## config.mk

```make
export PLATFORM = sky130hd
export DESIGN_NAME = mul_uint4_arbiter
export DESIGN_NICKNAME = d
export VERILOG_FILES = /design/src/rtl/mul_uint4_arbiter_pkg.sv /design/src/rtl/mul_uint4_arbiter_mul.sv /design/src/rtl/mul_uint4_arbiter_rr_arbiter.sv /design/src/rtl/mul_uint4_arbiter.sv
export SDC_FILE = /design/constraint.sdc
export NUM_CORES = 1
export LEC_CHECK = 0
export CAP_MARGIN = 20
export CORE_UTILIZATION = 40
export CTS_BUF_LIST = sky130_fd_sc_hd__clkbuf_8 sky130_fd_sc_hd__clkbuf_16
export CTS_CLUSTER_SIZE = 28
export DETAILED_ROUTE_END_ITERATION = 8
export DONT_BUFFER_PORTS = 1
export GPL_TIMING_DRIVEN = 0
export SLEW_MARGIN = 5
export SYNTH_ARGS = -nofsm -noshare
export SYNTH_HDL_FRONTEND = slang
export SYNTH_HIERARCHICAL = 1
export SYNTH_SLANG_ARGS = --single-unit
```

## constraint.sdc

```tcl
create_clock -name clk -period 3.5 [get_ports clk]
set_input_delay 1.05 -clock clk [delete_from_list [all_inputs] [get_ports clk]]
set_output_delay 1.05 -clock clk [all_outputs]
set_load 0.05 [all_outputs]
```

## src/rtl/mul_uint4_arbiter_pkg.sv

```systemverilog
// Shared widths and control-state encoding for the multiplier arbiter and its bench.
package mul_uint4_arbiter_pkg;

  localparam int unsigned ID_W = 2;
  localparam int unsigned OP_W = 4;

  typedef enum logic {
    EMPTY = 1'b0,
    FULL  = 1'b1
  } state_t;

endpackage

```

## src/rtl/mul_uint4_arbiter_mul.sv

```systemverilog
// Unsigned 4x4 multiplier keeping only the low operand-width bits of the product.
module mul_uint4
  import mul_uint4_arbiter_pkg::*;
(
  input  logic [OP_W-1:0] a,
  input  logic [OP_W-1:0] b,
  output logic [OP_W-1:0] p
);

  // Product truncated to the operand width, i.e. (a*b) mod 16.
  assign p = a * b;

endmodule

```

## src/rtl/mul_uint4_arbiter_rr_arbiter.sv

```systemverilog
// Round-robin winner search: first valid requester at or above ptr, else wrap to the lowest.
module rr_arbiter
  import mul_uint4_arbiter_pkg::*;
#(
  parameter int unsigned NUM_REQ = 2
) (
  input  logic [NUM_REQ-1:0] req,
  input  logic [ID_W-1:0]    ptr,
  output logic               gnt_valid,
  output logic [ID_W-1:0]    gnt_idx
);

  logic [NUM_REQ-1:0] upper;

  // The wrapped search is split into two lowest-set-bit scans: requests at or above
  // ptr take priority, otherwise the lowest request overall wins.
  always_comb begin
    upper     = '0;
    gnt_valid = |req;
    gnt_idx   = '0;
    for (int unsigned i = 0; i < NUM_REQ; i++) begin
      upper[i] = req[i] && (ID_W'(i) >= ptr);
    end
    for (int unsigned i = NUM_REQ; i > 0; i--) begin
      if (req[i-1]) gnt_idx = ID_W'(i-1);
    end
    for (int unsigned i = NUM_REQ; i > 0; i--) begin
      if (upper[i-1]) gnt_idx = ID_W'(i-1);
    end
  end

endmodule

```

## src/rtl/mul_uint4_arbiter.sv

```systemverilog
// NUM_REQ requesters share one 4-bit multiplier through a one-entry result register.
module mul_uint4_arbiter
  import mul_uint4_arbiter_pkg::*;
#(
  parameter int unsigned NUM_REQ = 2
) (
  input  logic                    clk,
  input  logic                    rst_n,
  input  logic [NUM_REQ-1:0]      req_valid,
  output logic [NUM_REQ-1:0]      req_ready,
  input  logic [OP_W*NUM_REQ-1:0] req_a,
  input  logic [OP_W*NUM_REQ-1:0] req_b,
  output logic                    res_valid,
  input  logic                    res_ready,
  output logic [OP_W-1:0]         res_p,
  output logic [ID_W-1:0]         res_id,
  output logic [7:0]              ops_done
);

  state_t          state, state_next;
  logic [ID_W-1:0] rr_ptr;
  logic [ID_W-1:0] gnt_idx;
  logic            gnt_valid;
  logic            slot_free;
  logic            transfer;
  logic            drain;
  logic [OP_W-1:0] op_a, op_b, product;

  rr_arbiter #(.NUM_REQ(NUM_REQ)) u_rr (
    .req       (req_valid),
    .ptr       (rr_ptr),
    .gnt_valid (gnt_valid),
    .gnt_idx   (gnt_idx)
  );

  mul_uint4 u_mul (
    .a (op_a),
    .b (op_b),
    .p (product)
  );

  assign res_valid = (state == FULL);
  assign drain     = res_valid && res_ready;
  assign slot_free = !res_valid || res_ready;
  // rst_n gates the accept path so nothing looks ready while reset is held.
  assign transfer  = rst_n && slot_free && gnt_valid;

  // One-hot accept toward the current winner only.
  always_comb begin
    req_ready = '0;
    for (int unsigned i = 0; i < NUM_REQ; i++) begin
      req_ready[i] = transfer && (gnt_idx == ID_W'(i));
    end
  end

  // Route the winner's operands to the shared multiplier.
  always_comb begin
    op_a = '0;
    op_b = '0;
    for (int unsigned i = 0; i < NUM_REQ; i++) begin
      if (gnt_idx == ID_W'(i)) begin
        op_a = req_a[i*OP_W +: OP_W];
        op_b = req_b[i*OP_W +: OP_W];
      end
    end
  end

  // Control state register.
  always_ff @(posedge clk or negedge rst_n) begin
    if (!rst_n) state <= EMPTY;
    else        state <= state_next;
  end

  // Result slot occupancy: fill on transfer, empty on a drain with no refill.
  always_comb begin
    state_next = state;
    unique case (state)
      EMPTY: if (transfer)           state_next = FULL;
      FULL:  if (drain && !transfer) state_next = EMPTY;
      default:                       state_next = EMPTY;
    endcase
  end

  // Result capture, round-robin pointer and drain counter.
  always_ff @(posedge clk or negedge rst_n) begin
    if (!rst_n) begin
      res_p    <= '0;
      res_id   <= '0;
      rr_ptr   <= '0;
      ops_done <= '0;
    end else begin
      if (transfer) begin
        res_p  <= product;
        res_id <= gnt_idx;
        rr_ptr <= (gnt_idx == ID_W'(NUM_REQ-1)) ? '0 : gnt_idx + 1'b1;
      end
      if (drain) ops_done <= ops_done + 8'd1;
    end
  end

endmodule

```

==> qor.yml <==
area_growth_pct: 12.1
vias_per_cell: 5.11
clk_path_buf_depth: 2
drt_first_pass_iters: 4
drv_cap: 0
wl_per_cell_um: 13.2
post_cts_resized: 0
synth_cell_types: 31
syn-cell-area_um2: 1090
io_buffers: 0
post-place-ws_ns: -0.204
critPathMostFrequentCell: "ha_1"
cp_slowest_stage_delay_ns: 0.30
cp_max_fo: 5
num-nets-final: 132
slew_violations: 0
die_h_um: 54.2
yosys_most_used_dff: "dfrtp_1"
tritoncts: "done"
synth_edf_count: 0
setup_violations: 0
cp_num_buf_inv: 1
yosysTopAreaCell: "dfrtp_1"
synth_cells: 98
path_cells: "a21boi_4 > buf_6 > mux2i_1 > nor2_1 > and2_2 > ha_1 > ha_1 > ha_2 > xnor2_2 > xnor2_1 > xnor3_1 > mux2_4"
grt_max_degree: 19
max_slew_margin: 0.442
drc: 0
tightest_slew_ns: 0.834
fp.dieArea_um2: 2940
required_ns: 3.63
via_count: 690
setup_ws_ns: 0.166
routed_wl_um: 1790
min_path_type: "input port to async pin"
syn_area_per_cell_um2: 11.1
cts_root_buf: "clkbuf_8"
end_kind: "flip-flop"
yosysWarnings: 6
async_flop_share: 1.00
synth_commonest_cells: "dfrtp_1 (17), nand2_1 (10), nor2_1 (10), mux2i_1 (9), mux2_4 (7)"
start_util: 0.432
die_w_um: 54.2
fillers: 236
grt_pass1_wl_um: 2590
synth.area.top_cells: "dfrtp_1 (39%), mux2_4 (9.6%), mux2i_1 (8.3%)"
final_area_um2: 1220
drive_gt1_frac: 0.286
ys_ff_latch: 17
clock_latency_ns: 0.24
syn-num-nets: 124
hold_buffers: 0
rows: 18
place_hpwl_um: 1450
hold_viol_final: 0
fin_hold_ws_ns: 0.494
peakVddDrop_uv: 604
boundaryPins: 38
cellPowerDensity_nw_per_um2: 622
cts_buffers: 3
fmax_ghz: 0.300
crit_family: "adder cells"
post_cts_buffers: 0
finalClockSkew_ns: 0.00367
crit_path_start_kind: "input port"
grt_pass1_vias: 635
post-synth-top-area-fraction: 0.390
antenna_found_initial: 0
globalRouteOverflowTotal: 0
fin_crit_ns: 3.33
yosysMostFrequentCell: "dfrtp_1"
drtAntennaViolNets: 0
post-route-period-util: 0.953
htreeDepth: 1
rsz0062_at_grt: "no"
core_area_um2: 2520
clkSinkCount: 17
dpl_cell_area_um2: 1150
status: "finished clean"
initialDrtViolationCount: 10
crit_type: "input port to flip-flop"
n_antenna_cell: 0
cp.arrival_ns: 3.46
clk_pin_slew_ns: 0.06
p_leak_nw: 0.608
gp_congestion: 0.701
synth.yosys.seq_area_share: 0.390
slowest_stage: "ha_1"
gr-usage-all-layers: 0.127
final cells by class:
type / count / area [um^2] / share of cell area
inverters: 1 / 3.75 / 0.00307
multi-input cells: 76 / 654 / 0.536
clock inverters: 1 / 5.00 / 0.00410
flip-flops and latches: 17 / 425 / 0.348
clock buffers: 3 / 41.3 / 0.0338
repair buffers: 3 / 20.0 / 0.0164
plain buffers: 4 / 33.8 / 0.0277
well taps: 30 / 37.5 / 0.0307
metal layers:
layer | GRT usage | vias to the layer above | share of wire
met5 | 0 | - | 0
met4 | 0.0769 | 0 | 0.011
met3 | 0.0254 | 2 | 0.071
met2 | 0.215 | 36 | 0.48
met1 | 0.143 | 316 | 0.44
li1 | - | 336 | -
cell families (layout without fill, tap and decap cells):
| logic type | after synthesis | in the layout | synth area share |
|---|---|---|---|
| AND/OR/NAND/NOR | 40 | 40 | 0.208 |
| multiplexers | 17 | 17 | 0.189 |
| flip-flops | 17 | 17 | 0.390 |
| XOR/XNOR | 12 | 12 | 0.116 |
| adder cells (fa/ha/maj) | 5 | 5 | 0.0574 |
| buffers and inverters | 5 | 12 | 0.0287 |
| other | 1 | 1 | 0.00344 |
| AO/OA/AOI/OAI | 1 | 1 | 0.00689 |
through the flow:
stage,util,setup TNS (ns),power [mW],std cells
after global routing,0.484,0,0.805,135
after floorplan,-,0,0.588,98
final,0.484,0,0.760,135
after detailed placement,0.458,-0.204,0.623,128
after global placement,0.458,-0.172,0.615,128
after CTS,0.476,0,0.764,132
power by group:
group	internal [mW]	switching, mW
combinational	0.0874	0.0710
clock	0.0787	0.0598
sequential	0.244	0.219
total	0.410	0.350
placed cells by master (no fill, tap or decap), types with 2 or more instances in the layout:
| cell | n |
|---|---|
| buf_6 | 2 |
| xnor2_1 | 3 |
| dfrtp_1 | 17 |
| buf_4 | 3 |
| and2_2 | 3 |
| xnor2_2 | 2 |
| xor2_1 | 6 |
| clkbuf_8 | 3 |
| mux2_4 | 7 |
| nor3_1 | 2 |
| nand2_2 | 2 |
| ha_1 | 4 |
| nand2_1 | 10 |
| mux2i_1 | 9 |
| nand2b_1 | 2 |
| and2_1 | 3 |
| nor2_1 | 10 |
worst paths after layout:
| kind | startpoint | to | slack [ns] | cells after the start |
|---|---|---|---|---|
| worst max register to register | rr_ptr[1] | res_p[3] | 0.40 | 13 |
| worst max-delay path | req_valid[1] | res_p[3] | 0.17 | 12 |
| min in group clk | rr_ptr[1] | rr_ptr[1] | 0.51 | 1 |
| max in group asynchronous | rst_n | ops_done[7] | 2.93 | 0 |
| worst min register to register | rr_ptr[1] | rr_ptr[1] | 0.51 | 1 |
| worst min-delay path | rst_n | ops_done[2] | 0.49 | 0 |
worst register-to-register path: stages, from the launching register on:
cell      delay [ns]
dfrtp_1         0.38
nand2b_1        0.18
a21boi_4        0.21
buf_6           0.15
mux2i_1         0.18
nor2_1          0.10
and2_2          0.18
ha_1            0.29
ha_1            0.30
ha_2            0.20
xnor2_2         0.16
xnor2_1         0.15
xnor3_1         0.24
mux2_4          0.26
flip-flops by register name, indices dropped and copies added (netlist names):
register and flops:
ops_done 8, res_p 4, res_id 2, rr_ptr 2
res_valid 1
Power figures use the tool's default switching activity.
